## src/rtl/fifo_rd_pkg.sv

```systemverilog
// Shared types and constants for the FIFO read-side stream consumer.
package fifo_rd_pkg;
  typedef enum logic [1:0] {RUN = 2'd0, DRAIN = 2'd1, DONE = 2'd2} rd_state_e;
  localparam int BUF_DEPTH = 2;
endpackage

```

## src/rtl/fifo_rd_skid_buf.sv

```systemverilog
// Two-entry in-order buffer that absorbs the FIFO read latency; head is always visible.
module fifo_rd_skid_buf
  import fifo_rd_pkg::*;
#(
  parameter int d_width = 16
) (
  input  logic               clk,
  input  logic               rst,
  input  logic               push,
  input  logic               pop,
  input  logic               clear,
  input  logic [d_width-1:0] din,
  output logic [d_width-1:0] head,
  output logic [1:0]         occ
);
  logic [BUF_DEPTH-1:0][d_width-1:0] mem;
  logic                              hd_ptr, tl_ptr;

  always_ff @(posedge clk or posedge rst) begin
    if (rst) begin
      mem    <= '0;
      hd_ptr <= 1'b0;
      tl_ptr <= 1'b0;
      occ    <= 2'd0;
    end else if (clear) begin
      hd_ptr <= 1'b0;
      tl_ptr <= 1'b0;
      occ    <= 2'd0;
    end else begin
      if (push) begin
        mem[tl_ptr] <= din;
        tl_ptr      <= ~tl_ptr;
      end
      if (pop) hd_ptr <= ~hd_ptr;
      // Simultaneous push and pop leaves occupancy unchanged.
      case ({push, pop})
        2'b10:   occ <= occ + 2'd1;
        2'b01:   occ <= occ - 2'd1;
        default: ;
      endcase
    end
  end

  assign head = mem[hd_ptr];

  a_no_overflow: assert property (@(posedge clk) disable iff (rst)
    !(push && occ == 2'(BUF_DEPTH)));
endmodule

```

## src/rtl/fifo_stream_reader.sv

```systemverilog
// Read-domain consumer: pops the async FIFO and streams words out on valid/ready.
module fifo_stream_reader
  import fifo_rd_pkg::*;
#(
  parameter int d_width   = 16,
  parameter int cnt_width = 16
) (
  input  logic                 Clk,
  input  logic                 reset,
  input  logic                 fifo_empty,
  output logic                 rd_en,
  input  logic [d_width-1:0]   rd_data,
  output logic [d_width-1:0]   m_data,
  output logic                 m_valid,
  input  logic                 m_ready,
  input  logic                 flush,
  output logic                 flush_done,
  output logic [cnt_width-1:0] word_count,
  output logic                 busy
);
  rd_state_e  state, state_nxt;
  logic       inflight, done_seen;
  logic       pop, push, clear;
  logic [1:0] occ;
  logic [2:0] pending;

  assign m_valid = (state == RUN) && (occ != 2'd0);
  assign pop     = m_valid && m_ready;
  assign push    = inflight && (state == RUN);
  // The flush edge itself discards the buffer; the pop on that edge still completes.
  assign clear   = (state != RUN) || flush;
  assign pending = {1'b0, occ} + {2'b0, inflight};
  assign busy    = (occ != 2'd0) || inflight || (state != RUN);

  fifo_rd_skid_buf #(.d_width(d_width)) u_buf (
    .clk   (Clk),
    .rst   (reset),
    .push  (push),
    .pop   (pop),
    .clear (clear),
    .din   (rd_data),
    .head  (m_data),
    .occ   (occ)
  );

  always_comb begin
    state_nxt  = state;
    rd_en      = 1'b0;
    flush_done = 1'b0;
    case (state)
      RUN: begin
        rd_en = !fifo_empty && (pending <= 3'd1 + {2'b0, pop});
        if (flush) state_nxt = DRAIN;
      end
      DRAIN: begin
        rd_en = !fifo_empty;
        if (fifo_empty && !inflight) state_nxt = DONE;
      end
      DONE: begin
        flush_done = !done_seen;
        if (!flush) state_nxt = RUN;
      end
      default: state_nxt = RUN;
    endcase
    if (reset) rd_en = 1'b0;
  end

  always_ff @(posedge Clk or posedge reset) begin
    if (reset) begin
      state      <= RUN;
      inflight   <= 1'b0;
      done_seen  <= 1'b0;
      word_count <= '0;
    end else begin
      state     <= state_nxt;
      inflight  <= rd_en;
      done_seen <= (state == DONE);
      if (pop) word_count <= word_count + 1'b1;
    end
  end
endmodule

```

## config.mk

```make
export PLATFORM = sky130hd
export DESIGN_NAME = fifo_stream_reader
export DESIGN_NICKNAME = d
export VERILOG_FILES = /design/src/rtl/fifo_rd_pkg.sv /design/src/rtl/fifo_rd_skid_buf.sv /design/src/rtl/fifo_stream_reader.sv
export SDC_FILE = /design/constraint.sdc
export NUM_CORES = 1
export LEC_CHECK = 0
export CAP_MARGIN = 15
export CORE_ASPECT_RATIO = 0.8
export CORE_MARGIN = 3
export CORE_UTILIZATION = 43
export DETAILED_ROUTE_END_ITERATION = 7
export PLACE_DENSITY_LB_ADDON = 0.25
export RECOVER_POWER = 25
export SLEW_MARGIN = 20
export SYNTH_ARGS = -nofsm -noshare
export SYNTH_HDL_FRONTEND = slang
export SYNTH_SLANG_ARGS = --single-unit
export TNS_END_PERCENT = 10
```

## constraint.sdc

```tcl
create_clock -name Clk -period 4.2 [get_ports Clk]
set_input_delay 0.42 -clock Clk [delete_from_list [all_inputs] [get_ports Clk]]
set_output_delay 0.42 -clock Clk [all_outputs]
set_load 0.02 [all_outputs]
```

==> results of run 1 <==
-- worst max-delay path: stages, from the launching register on --
cell and delay [ps]:
dfrtp_1 450, or2_2 340, nand3_1 240, inv_1 170, fa_1 520, nor2_1 110
a21oi_1 60, a2111oi_0 580, clkdlybuf4s50_1 720
-- registers in the layout (all words and copies together), names as in the netlist --
signal	count
u_buf.tl_ptr	1
u_buf.occ	2
done_seen	1
u_buf.mem	32
inflight	1
word_count	16
state	2
u_buf.hd_ptr	1
-- worst min path at each step --
stage | start | end | slack, ps
finish | word_count[15] | word_count[15] | 490
floorplan | u_buf.mem[25] | u_buf.mem[25] | 470
CTS | word_count[15] | word_count[15] | 500
global route | word_count[12] | word_count[12] | 510
global placement | word_count[15] | word_count[15] | 470
detailed placement | u_buf.mem[27] | u_buf.mem[27] | 490
-- logic make-up after synthesis --
| group | Yosys count |
|---|---|
| xor gates and xnor gates | 19 |
| buffers and inverters | 15 |
| muxes | 48 |
| AOI/OAI and AO/OA | 8 |
| adders and majority gates | 5 |
| and+or+nand+nor | 50 |
| DFF | 56 |
-- stage by stage --
step           std cells  hold WS (ps)  utilization  setup slack, ps
6_report             337           492        0.590              297
5_1_grt              337           515        0.590             53.1
3_5_place_dp         329           488        0.572              434
4_1_cts              337           503        0.591              250
2_1_floorplan        201           474            -              842
3_3_place_gp         329           465        0.572              446
-- per-layer routing --
| metal | up-vias | part of all wire |
|---|---|---|
| met5 | - | 0 |
| met3 | 3 | 0.057 |
| met1 | 816 | 0.51 |
| met4 | 0 | 0.0046 |
| met2 | 43 | 0.43 |
| li1 | 814 | - |
-- power groups by stage --
| stage | sequential [mW] | clock [mW] | combinational [mW] |
|---|---|---|---|
| 2_1_floorplan | 0.756 | 0 | 0.461 |
| 3_3_place_gp | 0.781 | 0 | 0.678 |
| 3_5_place_dp | 0.789 | 0 | 0.687 |
| 4_1_cts | 0.780 | 0.355 | 0.691 |
| 5_1_grt | 0.801 | 0.379 | 0.732 |
| 6_report | 0.780 | 0.342 | 0.679 |
-- placed cells by master (no fill, tap or decap), types with 2 or more instances in the layout --
cell	instances
a2111oi_0	2
a21oi_1	2
and3_1	3
and4_1	2
clkbuf_1	2
clkbuf_8	5
clkdlybuf4s50_1	55
dfrtp_1	56
ha_1	4
inv_1	8
mux2_2	38
mux2_4	10
nand2_1	9
nand3_1	7
nand4_1	6
nor2_1	10
nor2b_1	2
nor3_1	3
xnor2_1	15
xor2_1	4
-- cell type report --
| type | instances | share of cell area |
|---|---|---|
| timing repair buffer | 57 | 0.168 |
| tap | 78 | 0.0290 |
| clock buffer | 6 | 0.0216 |
| multi-input combinational | 130 | 0.346 |
| clock inverter | 2 | 0.0104 |
| sequential | 56 | 0.416 |
| inverter | 8 | 0.00892 |
==> metrics.md, run 1 <==
| Metric | Value |
|---|---|
| Worst Setup SP | u_buf.occ[1] |
| Core box area | 5710 um^2 |
| Count leader, synth | dfrtp_1 |
| Initial drt markers | 63 |
| Total GRT Usage | 0.147 |
| Type of origin of the critical path | flip-flop |
| IO Pins | 57 |
| Die Footprint | 7170 um^2 |
| Top Usage Layer GRT | met1 |
| GR Layer Usage met2 | 0.206 |
| Transition time of the tightest slew-check pin | 1730 ps |
| Clk pin slew, worst setup/hold paths | 100 ps |
| Hold Path Depth | 1 |
| Failing checks | max-capacitance violations, max-slew violations |
| Synth unique cells | 34 |
| Synth top area cells | dfrtp_1, mux2_2, mux2_4 |
| CP Capture Type | output port |
| Post-CTS Setup Inserts | 0 |
| Synthesized area | 2660 um^2 |
| Setup CP Type | flip-flop to output port |
| Initial core utilization | 0.466 |
| Number of fill cells | 490 |
| Skew-Pair Late Insertion Delay | 300 ps |
| Setup violations, final | 0 |
| Async SR Flop Fraction | 1.00 |
| Row count | 24 |
| Reg-to-reg slack, setup | 1570 ps |
| Psw | 558 uW |
| DR DRC count | 0 |
| Post-synth EDFFs | 0 |
| Vias | 1,676 |
| Syn Area/Cell | 13.2 um^2 |
| Share of power burned in registers | 0.433 |
| Synth top area share | 0.527 |
| Cts bufs inserted | 5 |
| H-Tree Depth | 2 |
| Reg2reg end | inflight |
| Pins Over Slew Limit | 34 |
| Largest net degree at the start of global routing | 34 |
| Yosys warning count | 0 |
| Maximum clock path buffer count | 2 |
| Mapped Nets | 227 |
| Unrepaired setup endpoints after global routing | no |
| Worst Skew | 4.97 ps |
| Peak VDD IR | 0.293 mV |
| Ant. Diodes | 0 |
| Overall power | 1.80 mW |
| Status | finished with violations |
| Global Route met1 Usage | 0.222 |
| Finished Cell Area | 3370 um^2 |
| Largest area contributor in the netlist | dfrtp_1 |
| Seq. cell area | 1400 um^2 |
| Post-synth top flop | dfrtp_1 |
| Combinational share of power | 0.377 |
| Register area share after synthesis | 0.527 |
| Post-CTS sizing | 0 |
| GR Util met3 | 0.0424 |
| Max-cap check violation count | 1 |
| Peak Freq | 0.256 GHz |
| Post-DR vias/cell | 4.97 |
| Synthesized flop and latch total | 56 |
| First-pass GRT wire length | 8470 um |
| XOR/XNOR Fraction of Synth Area | 0.0626 |
| Mux contribution to synthesized area | 0.217 |
| Syn-to-layout area delta | 26.6% |
| Critical Path RT | 3780 ps |
| Pint | 1.24 mW |
| Height of the chip | 76.3 um |
| Area after DPL | 3260 um^2 |
| Hpwl dp | 3640 um |
| Setup TNS | 0 ps |
| Leakage | 1.50 nW |
| Compound-gate portion of the synthesized area | 0.0212 |
| Period Utilization, post-route | 0.929 |
| Cells after synthesis | 201 |
| Drt total wl | 5030 um |
| Root Buffer | clkbuf_8 |
| Reg2reg start | u_buf.occ[1] |
| Crit path to | rd_en |
| Final hold violation count | 0 |
| Min-Delay Path Class | flip-flop to flip-flop |
| Initial antenna violation count | 0 |
| Antenna viol nets, final | 0 |
| Overflow after GRT | 0 |
| CTS tree | yes |
| Vias in the first global route | 1,695 |
| Switching share of power | 0.310 |
| Arrival @ worst endpoint | 3480 ps |
| DR pass1 iterations | 4 |
| Fin crit period | 3900 ps |
| Drt wl/cell | 14.9 um |
| Port bufs | 56 |
| GPL Wtd Cong | 0.793 |
| Worst slew margin | -0.153 |
| Clk sinks | 56 |
| P per Cell Area | 535 nW/um^2 |
| Post-Synth Adder-Cell Area | 0.0264 |
| Layout cells sized above 1 | 0.228 |
| Worst-case reg-to-reg path depth | 7 |
| Die Width | 93.9 um |
| Post-Synth Simple-Gate Area | 0.111 |
| Post-synth top cells | dfrtp_1, mux2_2, xnor2_1 |
| Power share of the clock group | 0.190 |
| Fin nets | 284 |
| Largest family of logic cells by synthesized area | multiplexers |
| Cts hold-fix bufs | 0 |
| Multi-input gate area | 1170 um^2 |
| Worst-path fanout max | 7 |
No activity file was read; power rests on OpenSTA's default activity.
==> inputs of run 2 (changes only) <==
--- a/config.mk
+++ b/config.mk
@@ -6,9 +6,11 @@
 export NUM_CORES = 1
 export LEC_CHECK = 0
 export CAP_MARGIN = 15
+export CELL_PAD_IN_SITES_DETAIL_PLACEMENT = 0
+export CELL_PAD_IN_SITES_GLOBAL_PLACEMENT = 2
 export CORE_ASPECT_RATIO = 0.8
 export CORE_MARGIN = 3
-export CORE_UTILIZATION = 43
+export CORE_UTILIZATION = 36
 export DETAILED_ROUTE_END_ITERATION = 7
 export PLACE_DENSITY_LB_ADDON = 0.25
 export RECOVER_POWER = 25
==> run 2 against run 1 <==
The run now ends clean. Clock-buffer cell count is 1 lower. Critical path depth is the same. First-iteration DRC count shrank 22%. Fmax is 2.9% higher. Design area is 0.15% lower. Register-to-register slack better by 110 ps. Via count fell by 0.12%. Flip-flop and latch count is the same. Core utilization decreased by 11 points. Total power shrank 3.0%. Largest cell class unchanged. Largest power group unchanged. Highest routed layer unchanged.
==> metrics.md, run 2 (synthesis results as in run 1) <==
| Metric | Value |
|---|---|
| Initial antenna violation count | 0 |
| P per Cell Area | 520 nW/um^2 |
| Status | finished clean |
| Antenna viol nets, final | 0 |
| Setup violations, final | 0 |
| Max-cap check violation count | 0 |
| Root Buffer | clkbuf_8 |
| Number of fill cells | 661 |
| Most frequent cells in the layout | dfrtp_1, clkdlybuf4s50_1, mux2_2 |
| Port bufs | 56 |
| Unrepaired setup endpoints after global routing | no |
| Register name with the most flops | u_buf.mem |
| Peak Freq | 0.264 GHz |
| Height of the chip | 82.9 um |
| Drt wl/cell | 15.2 um |
| Worst hold path endpoint | word_count[15] |
| Worst Skew | 12.2 ps |
| Pins Over Slew Limit | 0 |
| Setup CP Type | flip-flop to output port |
| Number of flip-flops in the largest register | 32 |
| Core box area | 7030 um^2 |
| Setup TNS | 0 ps |
| Final hold violation count | 0 |
| Peak VDD IR | 0.215 mV |
| GPL Wtd Cong | 0.711 |
| Overall power | 1.75 mW |
| IO Pins | 57 |
| First-pass GRT wire length | 8920 um |
| H-Tree Depth | 2 |
| Leakage | 1.49 nW |
| Hpwl dp | 3680 um |
| Type of origin of the critical path | flip-flop |
| Reg2reg start | u_buf.occ[1] |
| Fin util | 0.478 |
| Worst-case reg-to-reg path depth | 7 |
| Cts bufs inserted | 5 |
| Initial drt markers | 49 |
| Worst-path fanout max | 7 |
| Largest net degree at the start of global routing | 34 |
| Fin nets | 284 |
| Syn-to-layout area delta | 26.4% |
| Vias | 1,674 |
| Drt total wl | 5260 um |
| Clk pin slew, worst setup/hold paths | 90 ps |
| CTS tree | yes |
| Reg-to-reg slack, setup | 1680 ps |
| Total GRT Usage | 0.133 |
| Reg2reg end | inflight |
| Row count | 27 |
| Min-Delay Path Class | flip-flop to flip-flop |
| Overflow after GRT | 0 |
| Fin crit period | 3790 ps |
| DR pass1 iterations | 4 |
| Vias in the first global route | 1,734 |
| Arrival @ worst endpoint | 3370 ps |
| Post-DR vias/cell | 4.85 |
| Clk sinks | 56 |
| Largest regs | u_buf.mem x32, word_count x16 |
| Hold Path Depth | 1 |
| Period Utilization, post-route | 0.903 |
| Die Width | 102 um |
| Cts hold-fix bufs | 0 |
| Die Footprint | 8460 um^2 |
| Skew-Pair Late Insertion Delay | 310 ps |
| Hold path startpoint | word_count[15] |
| Maximum clock path buffer count | 2 |
| Most common cell after layout, fill and taps aside | dfrtp_1 |
| Worst slew margin | 0.169 |
| DR DRC count | 0 |
| Initial core utilization | 0.378 |
| Layout cells sized above 1 | 0.236 |
| Critical Path RT | 3780 ps |
| CP Capture Type | output port |
| Ant. Diodes | 0 |
| Transition time of the tightest slew-check pin | 1250 ps |
==> run 2: repair_timing <==
item	in CTS	in global routing
hold endpoints to repair	0	0
resized for setup	0	2
buffers inserted	0	0
setup endpoints to repair	0	1
==> run 2: critical path, cell delays in order (launching register included) <==
cell             delay [ps]
dfrtp_1                 450
or2_2                   340
nand3_1                 240
inv_1                   200
fa_1                    520
nor2_1                  120
a21oi_1                  80
a2111oi_2               450
clkdlybuf4s50_1         680
==> run 2: metal layers <==
layer  GRT usage  part of all wire  vias to the layer above
li1            -                 -                      816
met1       0.220              0.54                      815
met2       0.166              0.40                       35
met3      0.0319             0.045                        8
met4      0.0393             0.013                        0
met5           0                 0                        -
==> run 2: power breakdown <==
part / total, mW / switching [mW] / leakage [nW] / internal [mW]
sequential: 0.779 / 0.107 / 0.744 / 0.672
clock: 0.283 / 0.170 / 0.0400 / 0.113
combinational: 0.686 / 0.289 / 0.707 / 0.396
total: 1.75 / 0.566 / 1.49 / 1.18
==> run 2: per-stage QoR <==
step                hold WS [ps]  worst slack, ps  instances  cell area [um^2]
floorplan                    474              842        201              2660
global placement             471              482        338              3270
global route                 493              126        345              3360
detailed placement           463              397        338              3270
CTS                          484              185        345              3360
finish                       484              406        345              3360
==> run 2: worst max path at each step <==
stage	depth (start not counted)	endpoint	start	slack [ps]
2_1_floorplan	7	rd_en	u_buf.occ[1]	840
3_3_place_gp	8	rd_en	m_ready	480
3_5_place_dp	8	rd_en	m_ready	400
4_1_cts	8	rd_en	u_buf.occ[1]	180
5_1_grt	8	rd_en	u_buf.occ[1]	130
6_report	8	rd_en	u_buf.occ[1]	410
==> run 2: final cells by class <==
class | instances | area, um^2 | area share
multi-input combinational | 130 | 1170 | 0.349
tap | 87 | 109 | 0.0324
sequential | 56 | 1400 | 0.417
clock buffer | 5 | 68.8 | 0.0205
clock inverter | 2 | 12.5 | 0.00372
timing repair buffer | 57 | 568 | 0.169
inverter | 8 | 30.0 | 0.00893
==> inputs of run 3 (changes only) <==
--- a/config.mk
+++ b/config.mk
@@ -11,6 +11,7 @@
 export CORE_ASPECT_RATIO = 0.8
 export CORE_MARGIN = 3
 export CORE_UTILIZATION = 36
+export CTS_CLUSTER_DIAMETER = 40
 export DETAILED_ROUTE_END_ITERATION = 7
 export PLACE_DENSITY_LB_ADDON = 0.25
 export RECOVER_POWER = 25
==> results of run 3 <==
No change in the layout: final DEF, timing and power equal those of run 2.
